**src/rtl/triangle_monitor.sv**
```systemverilog
// Receive-side checker for triangle-wave sample streams: locks onto ramp direction,
// flags peaks/troughs, measures trough-to-trough period and counts step errors.
module triangle_monitor #(
    parameter int unsigned N     = 8,
    parameter int unsigned CNT_W = 8
) (
    input  logic             clk,
    input  logic             rst,
    input  logic             ena,
    input  logic [N-1:0]     in,
    output logic             locked,
    output logic             dir,
    output logic             peak,
    output logic             trough,
    output logic             error,
    output logic [CNT_W-1:0] err_cnt,
    output logic [N+1:0]     period,
    output logic             period_vld
);

    typedef enum logic [1:0] {StAcquire, StSync, StUp, StDown} state_e;

    localparam logic [N:0]       StepOne = 1;
    localparam logic [N+1:0]     CntOne  = 1;
    localparam logic [CNT_W-1:0] ErrOne  = 1;

    state_e state_q, state_d;

    logic [N-1:0]     prev_q;
    logic [N+1:0]     cnt_q, cnt_d;
    logic             have_trough_q, have_trough_d;

    logic             locked_d, dir_d, peak_d, trough_d, error_d, period_vld_d;
    logic [CNT_W-1:0] err_cnt_d;
    logic [N+1:0]     period_d;

    logic [N:0] in_ext, prev_ext, prev_inc, prev_dec;
    logic       up_step, dn_step, at_max, at_zero, state_locked;

    // Compares are one bit wider than the sample so MAX->0 and 0->MAX never match a step.
    assign in_ext   = {1'b0, in};
    assign prev_ext = {1'b0, prev_q};
    assign prev_inc = prev_ext + StepOne;
    assign prev_dec = prev_ext - StepOne;
    assign up_step  = (in_ext == prev_inc);
    assign dn_step  = (in_ext == prev_dec);
    assign at_max   = (in == {N{1'b1}});
    assign at_zero  = (in == '0);

    assign state_locked = (state_q == StUp) || (state_q == StDown);

    // State register
    always_ff @(posedge clk) begin
        if (rst) begin
            state_q <= StAcquire;
        end else begin
            state_q <= state_d;
        end
    end

    // Next-state logic
    always_comb begin
        state_d = state_q;
        if (ena) begin
            unique case (state_q)
                StAcquire: state_d = StSync;
                StSync: begin
                    if (up_step) begin
                        state_d = at_max ? StDown : StUp;
                    end else if (dn_step) begin
                        state_d = at_zero ? StUp : StDown;
                    end
                end
                StUp: begin
                    if (up_step) begin
                        state_d = at_max ? StDown : StUp;
                    end else begin
                        state_d = StSync;
                    end
                end
                StDown: begin
                    if (dn_step) begin
                        state_d = at_zero ? StUp : StDown;
                    end else begin
                        state_d = StSync;
                    end
                end
                default: state_d = StAcquire;
            endcase
        end
    end

    // Output / datapath next-state logic
    always_comb begin
        peak_d        = 1'b0;
        trough_d      = 1'b0;
        error_d       = 1'b0;
        locked_d      = locked;
        dir_d         = dir;
        cnt_d         = cnt_q;
        have_trough_d = have_trough_q;
        period_d      = period;
        period_vld_d  = period_vld;
        err_cnt_d     = err_cnt;

        if (ena) begin
            unique case (state_q)
                StSync: begin
                    if (up_step && at_max) begin
                        peak_d = 1'b1;
                    end else if (dn_step && at_zero) begin
                        trough_d = 1'b1;
                    end
                end
                StUp: begin
                    if (!up_step) begin
                        error_d = 1'b1;
                    end else if (at_max) begin
                        peak_d = 1'b1;
                    end
                end
                StDown: begin
                    if (!dn_step) begin
                        error_d = 1'b1;
                    end else if (at_zero) begin
                        trough_d = 1'b1;
                    end
                end
                default: ;
            endcase

            locked_d = (state_d == StUp) || (state_d == StDown);
            if (state_d == StUp) begin
                dir_d = 1'b1;
            end else if (state_d == StDown) begin
                dir_d = 1'b0;
            end

            if (error_d) begin
                if (err_cnt != {CNT_W{1'b1}}) begin
                    err_cnt_d = err_cnt + ErrOne;
                end
                period_vld_d  = 1'b0;
                have_trough_d = 1'b0;
                cnt_d         = '0;
            end else if (trough_d) begin
                // The trough sample itself closes the period, hence +1.
                if (have_trough_q) begin
                    period_d     = cnt_q + CntOne;
                    period_vld_d = 1'b1;
                end
                cnt_d         = '0;
                have_trough_d = 1'b1;
            end else if (state_locked && (cnt_q != {(N+2){1'b1}})) begin
                cnt_d = cnt_q + CntOne;
            end
        end
    end

    // Registered outputs and datapath
    always_ff @(posedge clk) begin
        if (rst) begin
            prev_q        <= '0;
            cnt_q         <= '0;
            have_trough_q <= 1'b0;
            locked        <= 1'b0;
            dir           <= 1'b0;
            peak          <= 1'b0;
            trough        <= 1'b0;
            error         <= 1'b0;
            err_cnt       <= '0;
            period        <= '0;
            period_vld    <= 1'b0;
        end else begin
            if (ena) begin
                prev_q <= in;
            end
            cnt_q         <= cnt_d;
            have_trough_q <= have_trough_d;
            locked        <= locked_d;
            dir           <= dir_d;
            peak          <= peak_d;
            trough        <= trough_d;
            error         <= error_d;
            err_cnt       <= err_cnt_d;
            period        <= period_d;
            period_vld    <= period_vld_d;
        end
    end

endmodule

```
**config.mk**
```make
export PLATFORM = sky130hd
export DESIGN_NAME = triangle_monitor
export DESIGN_NICKNAME = d
export VERILOG_FILES = /design/src/rtl/triangle_monitor.sv
export SDC_FILE = /design/constraint.sdc
export NUM_CORES = 1
export LEC_CHECK = 0
export ABC_AREA = 1
export BUFFER_PORTS_ARGS = -buffer_cell sky130_fd_sc_hd__buf_2
export CAP_MARGIN = 20
export CORE_MARGIN = 10
export CORE_UTILIZATION = 50
export CTS_CLUSTER_SIZE = 28
export DETAILED_ROUTE_END_ITERATION = 16
export GPL_ROUTABILITY_DRIVEN = 0
export PLACE_DENSITY = 0.7
export RECOVER_POWER = 25
export REMOVE_ABC_BUFFERS = 1
export SLEW_MARGIN = 20
export SYNTH_ARGS = -nofsm -noshare
export SYNTH_HDL_FRONTEND = slang
export SYNTH_SLANG_ARGS = --single-unit
export TNS_END_PERCENT = 10
```
**constraint.sdc**
```tcl
create_clock -name clk -period 2.65 [get_ports clk]
set_input_delay 0.265 -clock clk [delete_from_list [all_inputs] [get_ports clk]]
set_output_delay 0.265 -clock clk [all_outputs]
set_load 0.03 [all_outputs]
```
==> Yosys cells after proc, flatten, opt, wreduce, memory -nomap -nowiden <==
Cells that the tools add are included.
Widths: inputs -> output; s select.
{ "word_totals": {"register_bits": 45, "input_bits": 11} }
{ "classes": {"n_reduce_logical": 18, "eq_ne": 10, "addsub": 4, "bitwise_logic": 2, "n_mux": 32} }
{ "op_table": {"columns": ["operator", "count"], "rows": [
  ["$mux 10", 3],
  ["$mux 1", 20],
  ["$eq 8x9->1", 2],
  ["$add 10x1->10 const B", 1],
  ["$mux 2", 5],
  ["$ne 10x10->1 const B", 1],
  ["$add 8x1->9 const B", 1],
  ["$sub 8x1->9 const B", 1],
  ["$add 8x1->8 const B", 1],
  ["$eq 2x2->1 const B", 4],
  ["$eq 8x8->1 const B", 1],
  ["$logic_not 8->1", 1],
  ["$ne 8x8->1 const B", 1],
  ["$pmux 2 s4", 1],
  ["$pmux 1 s2", 3],
  ["$reduce_and 2->1", 3],
  ["$reduce_and 3->1", 2],
  ["$reduce_bool 2->1", 3],
  ["$reduce_and 4->1", 1],
  ["$logic_and 1x1->1", 3],
  ["$reduce_bool 3->1", 1],
  ["$eq 2x1->1 const B", 1],
  ["$logic_not 2->1", 1],
  ["$logic_or 1x1->1", 2],
  ["2 further kinds", 3]
]} }

==> Longest topological paths before layout <==
Gate-level depths: netlist of the first run.
{ "logic_depth": {"ltp_word": 9, "depth_mapped": 17, "ltp_nobuf": 17} }

==> Least setup slack after synthesis of the first run <==
OpenSTA, ideal clock, no wires.
{ "synth_timing": {"path_type": "register -> register", "from": "register prev_q[0]", "to": "register period[8]", "arrival_ns": 2.035, "slack_ns": 0.501, "stages_incl_launch_ff": 18, "setup_time_ns": 0.114, "synth_period_minus_slack_ns": 2.149, "cell_sequence": "dfxtp_1 > inv_2 > ha_1 > inv_1 > nand2_1 > nand2_1 > nand3_1 > nor2_1 > nand2_1 > nor2_1 > nand2_1 > nor2_4 > nand4_4 > nor2_8 > buf_8 > nand3_1 > nand2_1 > nor2_1"} }
{ "synth_via": {"elab_chain_cells": 8, "elab_cells_between_ends": 17, "cone_classes": "add/sub: 2; eq/ne: 2; mux: 9; bitwise: 1; reduce/logical: 3"} }
{ "synth_rtl": {"columns": ["element", "line_no", "rtl"], "rows": [
  ["start, declared", "29", "logic [N-1:0] prev_q;"],
  ["start signal, assigned", "176", "prev_q <= in;"],
  ["$sub 8x1->9", "44", "assign prev_dec = prev_ext - StepOne;"],
  ["$eq 8x9->1", "46", "assign dn_step = (in_ext == prev_dec);"],
  ["$logic_and 1x1->1", "111", "end else if (dn_step && at_zero) begin"],
  ["$mux 1", "111", null],
  ["$mux 1", "109", "if (up_step && at_max) begin"],
  ["$pmux 1 s2", "107", "unique case (state_q)"],
  ["$mux 1", "106", "if (ena) begin"],
  ["$reduce_and 4->1 (no source line) *", null, null],
  ["end signal, assigned", "186", "period <= period_d;"],
  ["end, declared", "17", "output logic [N+1:0] period,"]
]} }
Every way passes the cells marked *; elsewhere a longest branch is shown, timed or not. The select of a mux whose other input is x is not followed.
A chain may end at the register's enable or synchronous reset.

==> Worst setup path after layout of the first run <==
{ "layout_timing": {"from": "register prev_q[0]", "to": "register period[4]"} }
The elaborated chain is that of the path after synthesis.

==> flow_summary.json, run 1 <==
{
  "worst_ir_drop_vdd_uv": 306,
  "number_of_antenna_violations_at_the_first_check_in_global_routing": 0,
  "relSlewSlack_pct": 56.0,
  "syn_area_um2": 3030,
  "critPathMaxFanout": 15,
  "cp_cell_sequence": "inv_2, ha_1, inv_1, nand2_1, nand2_1, nand3_1, nor2_1, nand2_1, nor2_1, nand2_1, nor2_4, nand4_4, nor2_8, buf_4, a21oi_2, nor2_1",
  "finalSetupViolCount": 0,
  "setup_ws_ns": 0.287,
  "reg2reg_to": "period[4]",
  "finalCoreUtilization_pct": 57.1,
  "r2r.worst_path.cells": 16,
  "timing.critical_path.to_type": "register",
  "post-layout-total-power_mw": 1.44,
  "cts_root_buffer": "clkbuf_8",
  "starting_drc_count_in_detailed_routing": 156,
  "dp_cells": 561,
  "critPathKind": "register to register",
  "fin_worst_hold_slack_ns": 0.263,
  "cts.clk_slew.worst_paths_ns": 0.09,
  "ctsHtreeMaxLevel": 2,
  "dominantRegCellSynth": "dfxtp_1",
  "antenna-diode-count": 0,
  "finalNonFillerCells": 573,
  "core-area_um2": 5890,
  "report.final.slew_viol_count": 0,
  "initial_core_util_pct": 51.5,
  "maxCapViolations": 0,
  "worst_min_delay_path_class": "input pin to register",
  "synthesis.yosys.warnings": 0,
  "max_clock_freq_ghz": 0.423,
  "cp_data_required_time_ns": 2.90,
  "grt_max_degree": 29,
  "rows": 28,
  "clock-sinks": 45,
  "wl_per_cell_um": 13.0,
  "hold_violations": 0,
  "drt-vias-per-instance": 5.35,
  "crit_path_frequent_cell": "nand2_1",
  "reg2reg_slack_ns": 0.29,
  "power.density_cell_area_nw_per_um2": 428,
  "holdBufCountCts": 0,
  "fin_skew_ns": 0.00901,
  "grt_pass1_wl_mm": 12.7,
  "synthesis.area_per_instance_um2": 6.54,
  "max_slew.worst_pin.slew_ns": 0.659,
  "cts_tree": "yes",
  "critPathArrivalTime_ns": 2.61,
  "wl_mm": 7.47,
  "synth_edf_count": 0,
  "clock_latency_reported_for_the_late_side_of_the_worst_skew_pair_ns": 0.30,
  "finalInstanceArea_um2": 3360,
  "grt.total_usage_pct": 14.9,
  "register_bit_count_reported_by_yosys": 45,
  "boundary_pins": 35,
  "finalSetupTns_ns": 0,
  "io_buffer_count": 34,
  "die_h_um": 97.8,
  "drt_pass1_iterations": 5,
  "multiInputGateArea_um2": 1820,
  "vias": 3068,
  "fillers": 598,
  "timing.rr.start": "prev_q[0]",
  "timing.critical_path.slowest_cell_delay_ns": 0.42,
  "power_leakage_nw": 1.54,
  "period_needed_ns": 2.36,
  "min_to": "prev_q[7]",
  "pre_cts_slack_ns": 0.157,
  "numCtsBuffers": 5,
  "share_of_synthesized_area_occupied_by_flip_flops_and_latches_pct": 29.7,
  "global_route.overflow_total": 0,
  "place_hpwl_mm": 5.47,
  "cp_slowest_cell": "dfxtp_2",
  "start_kind": "register",
  "run_status": "complete, no violations",
  "synthToLayoutAreaGrowth_pct": 11.0,
  "syn-instance-count": 463,
  "die-width_um": 97.8,
  "placed_area_um2": 3240,
  "regArea_um2": 903,
  "grt_setup_unrepaired": "false",
  "design.die.area_um2": 9570,
  "clock_path_buffers": 2,
  "finish.net_count": 516,
  "grt_pass1_vias": 2778,
  "drc": 0,
  "async_reset_ff_share_pct": 0,
  "post-route-period-util_pct": 89.2,
  "timing.hold.worst_path_depth": 3,
  "post_synth_num_cell_types": 35,
  "route.antenna.remaining_nets": 0,
  "worst_hold_startpoint": "in[7]",
  "drive_above_1_share_pct": 14.5
}
## flip-flops by register name, summed over array words and instances (netlist names)
| register | flops |
|---|---|
| have_trough_q | 1 |
| err_cnt | 8 |
| prev_q | 8 |
| state_q | 2 |
| cnt_q | 10 |
| period | 10 |
| locked | 1 |
| dir | 1 |
| error | 1 |
| trough | 1 |
| period_vld | 1 |
| peak | 1 |
## where the power goes
part,switching (mW),internal (mW)
combinational,0.134,0.0650
sequential,0.0212,0.686
clock,0.250,0.284
## final cells by class
class / instances / area share [%]
multi-input cells: 350 / 54.2
flip-flops and latches: 45 / 26.9
repair buffers: 46 / 7.22
inverters: 49 / 5.62
well taps: 75 / 2.79
clock buffers: 6 / 2.16
clock inverters: 2 / 1.15
## how the worst max path moves through the flow
stage / startpoint / end / cells after the start
after global routing: prev_q[0] / period[0] / 17
final: prev_q[0] / period[4] / 16
after CTS: prev_q[0] / period[0] / 17
after floorplan: prev_q[0] / cnt_q[0] / 12
after detailed placement: prev_q[0] / period[0] / 17
after global placement: prev_q[0] / period[2] / 16
## critical path, delay by kind of cell (launching register included)
family | cells | cell delay (ns)
buffers and inverters | 3 | 0.33
AOI/OAI and AO/OA | 1 | 0.05
DFF | 1 | 0.42
and+or+nand+nor | 11 | 1.17
adders and majority gates | 1 | 0.32
## per-layer routing
metal / routed length [um] / GRT usage, % / vias to the layer above
met5: 0 / 0 / -
met4: 59 / 3.13 / 0
met3: 473 / 3.74 / 6
met2: 3360 / 23.5 / 85
met1: 3570 / 20.1 / 1386
li1: - / - / 1591
## cells by family after synthesis
kind of cell,share of synthesized area [%]
simple gates,42.3
buf+inv,10.1
compound gates,10.9
flops,29.7
xor+xnor,3.76
fa+ha+maj,3.30
## synth_stat cells (4+ instances only)
master,number,area share (%)
nand3_1,53,8.8
nand2_1,116,14
nand4_1,25,5.2
ha_1,8,3.3
nor2_1,52,6.4
nand2_2,4,0.83
o21ai_0,14,2.3
inv_1,46,5.7
nor3_1,4,0.66
a21oi_2,8,2.3
clkbuf_1,9,1.1
a21oi_1,28,4.6
nor2_2,4,0.83
dfxtp_1,45,30
xor2_1,10,2.9
## layout by cell type, fill, tap and decap left out, drive strengths merged, types with 2 or more instances in the layout
cell type    n
buf         32
ha           8
nor4         3
a21oi       36
xor2        10
a31o         2
o21ai       18
nand2      121
xnor2        3
nor2        60
inv         49
nand3b       2
nand4       26
nand3       55
dfxtp       45
clkbuf      20
nor3         5
## what timing repair did
| item | 4_1_cts | 5_1_grt |
|---|---|---|
| resized for setup | 0 | 2 |
| setup buffers | 0 | 4 |
| endpoints found under the setup margin | 0 | 18 |
(Power assumes the default switching activity.)
==> run 2: changes to the inputs <==
Clock period 2.65 ns to 2.3 ns, I/O delays scaled along.
==> run 2 against run 1 <==
Against the previous run: worst setup slack worse by 0.18 ns; sequential cell count unchanged; critical path depth down 1; global-route usage up 0.19 points; critical endpoint is now period[1]; largest cell class unchanged; highest routed layer unchanged.
==> flow_summary.json, run 2 (synthesized netlist as in run 1, its figures left out) <==
{
  "cp_slowest_cell": "dfxtp_4",
  "finalInstanceArea_um2": 3520,
  "post-route-period-util_pct": 95.2,
  "report.final.slew_viol_count": 0,
  "place_hpwl_mm": 5.54,
  "route.antenna.remaining_nets": 0,
  "run_status": "complete, no violations",
  "start_kind": "register",
  "cts_tree": "yes",
  "max_slew.worst_pin.slew_ns": 0.558,
  "worst_ir_drop_vdd_uv": 321,
  "power.share.combinational_pct": 16.6,
  "wl_per_cell_um": 13.3,
  "cts_root_buffer": "clkbuf_8",
  "worst_min_delay_path_class": "input pin to register",
  "critPathKind": "register to register",
  "cp_data_required_time_ns": 2.55,
  "drc": 0,
  "cellInternalPower_mw": 1.10,
  "worst_hold_startpoint": "in[7]",
  "max_clock_freq_ghz": 0.457,
  "finalSetupViolCount": 0,
  "seq_power_share_pct": 50.6,
  "critPathMaxFanout": 6,
  "antenna-diode-count": 0,
  "drt-vias-per-instance": 5.40,
  "die_h_um": 97.8,
  "synthToLayoutAreaGrowth_pct": 16.1,
  "period_needed_ns": 2.19,
  "maxCapViolations": 0,
  "placed_area_um2": 3300,
  "timing.rr.start": "prev_q[0]",
  "ctsHtreeMaxLevel": 2,
  "timing.critical_path.to_type": "register",
  "critPathArrivalTime_ns": 2.44,
  "power_leakage_nw": 1.62,
  "initial_core_util_pct": 51.5,
  "relSlewSlack_pct": 62.5,
  "post-layout-total-power_mw": 1.60,
  "biggestRegsByFlops": "cnt_q (10), period (10)",
  "crit_buf_inv": 2,
  "hold_violations": 0,
  "drt_pass1_iterations": 4,
  "power.density_cell_area_nw_per_um2": 454,
  "clock_latency_reported_for_the_late_side_of_the_worst_skew_pair_ns": 0.31,
  "numCtsBuffers": 5,
  "finalCoreUtilization_pct": 59.8,
  "layout_commonest_cell": "nand2_1",
  "timing.critical_path.from": "prev_q[0]",
  "wl_mm": 7.67,
  "mostFrequentLayoutCells": "nand2_1 (110), nand3_1 (51), nor2_1 (47)",
  "clock_path_buffers": 2,
  "share_clk_of_total_power_pct": 32.8,
  "grt_pass1_wl_mm": 12.7,
  "io_buffer_count": 34,
  "total_switching_power_uw": 498,
  "number_of_antenna_violations_at_the_first_check_in_global_routing": 0,
  "grt.total_usage_pct": 15.1,
  "starting_drc_count_in_detailed_routing": 293,
  "boundary_pins": 35,
  "die-width_um": 97.8,
  "global_route.overflow_total": 0,
  "cp_cell_sequence": "inv_4, ha_4, nand2_1, nand2_2, nand3_2, nor2_2, nand2_1, nor2_1, nand2_1, nor2_4, nand4_4, nor2_8, buf_4, a21oi_2, nor2_1",
  "finish.net_count": 521,
  "fin_skew_ns": 0.0159,
  "timing.critical_path.slowest_cell_delay_ns": 0.39,
  "grt_max_degree": 29,
  "multiInputGateArea_um2": 1910,
  "drive_above_1_share_pct": 22.1,
  "grt_setup_unrepaired": "true",
  "vias": 3122,
  "crit_path_frequent_cell": "nand2_1",
  "clock-sinks": 45,
  "grt_pass1_vias": 2803,
  "fillers": 575,
  "path_delay_family": "simple AND/OR/NAND/NOR gates",
  "cts.clk_slew.worst_paths_ns": 0.10,
  "regArea_um2": 910,
  "holdBufCountCts": 0,
  "rows": 28,
  "design.die.area_um2": 9570,
  "core-area_um2": 5890,
  "swShare_pct": 31.2
}
[run 2: cell count changes in the layout (fill, tap and decap cells not counted), sizes merged]
cell / change
clkinvlp: +1
inv: +1
bufinv: -1
buf: +18
clkbuf: -15
nor2: +1
[run 2: final cells by class]
cell class,instances,share of cell area (%)
Timing Repair Buffer,50,9.18
Clock buffer,5,1.96
Sequential cell,45,25.9
Clock inverter,3,0.605
Tap cell,75,2.67
Inverter,49,5.51
Multi-Input combinational cell,351,54.2
[run 2: layer usage]
metal / vias to the layer above / part of all wire (%) / track usage [%]
met2: 78 / 45 / 23.7
met3: 10 / 5.9 / 4.16
met4: 0 / 1.2 / 4.25
met5: - / 0 / 0
met1: 1437 / 48 / 19.8
li1: 1597 / - / -
[run 2: worst register-to-register path: stages (launching register included)]
cell	delay, ns
dfxtp_4	0.39
inv_4	0.04
ha_4	0.26
nand2_1	0.06
nand2_2	0.09
nand3_2	0.06
nor2_2	0.14
nand2_1	0.07
nor2_1	0.09
nand2_1	0.09
nor2_4	0.14
nand4_4	0.17
nor2_8	0.23
buf_4	0.17
a21oi_2	0.05
nor2_1	0.09
[run 2: power by group through the flow]
stage,logic [mW],clock network (mW),registers (mW)
floorplan,0.158,0,0.826
global placement,0.237,0,0.824
detailed placement,0.242,0,0.824
CTS,0.242,0.546,0.806
global route,0.297,0.582,0.810
finish,0.264,0.524,0.807
[run 2: worst paths after layout]
kind                to  slack, ns  cells past startpoint
max reg2reg  period[1]       0.11                     15
min          prev_q[7]       0.21                      3
max          period[1]       0.11                     15
min reg2reg     locked       0.49                      2
[run 2: what timing repair did]
item | 4_1_cts | 5_1_grt
gates resized for setup | 0 | 31
cloned | 0 | 1
buffers inserted | 1 | 0
pin swaps | 1 | 12
endpoints found under the setup margin | 5 | 35
[run 2: per-stage QoR]
stage / worst slack (ns) / cells / hold slack, ns / TNS [ns]
2_1_floorplan: -0.217 / 444 / 0.299 / -2.17
3_3_place_gp: 0.0908 / 568 / 0.453 / 0
3_5_place_dp: -0.00525 / 568 / 0.460 / -0.00525
4_1_cts: 0.000875 / 577 / 0.203 / 0
5_1_grt: -0.0440 / 578 / 0.211 / -0.266
6_report: 0.110 / 578 / 0.215 / 0
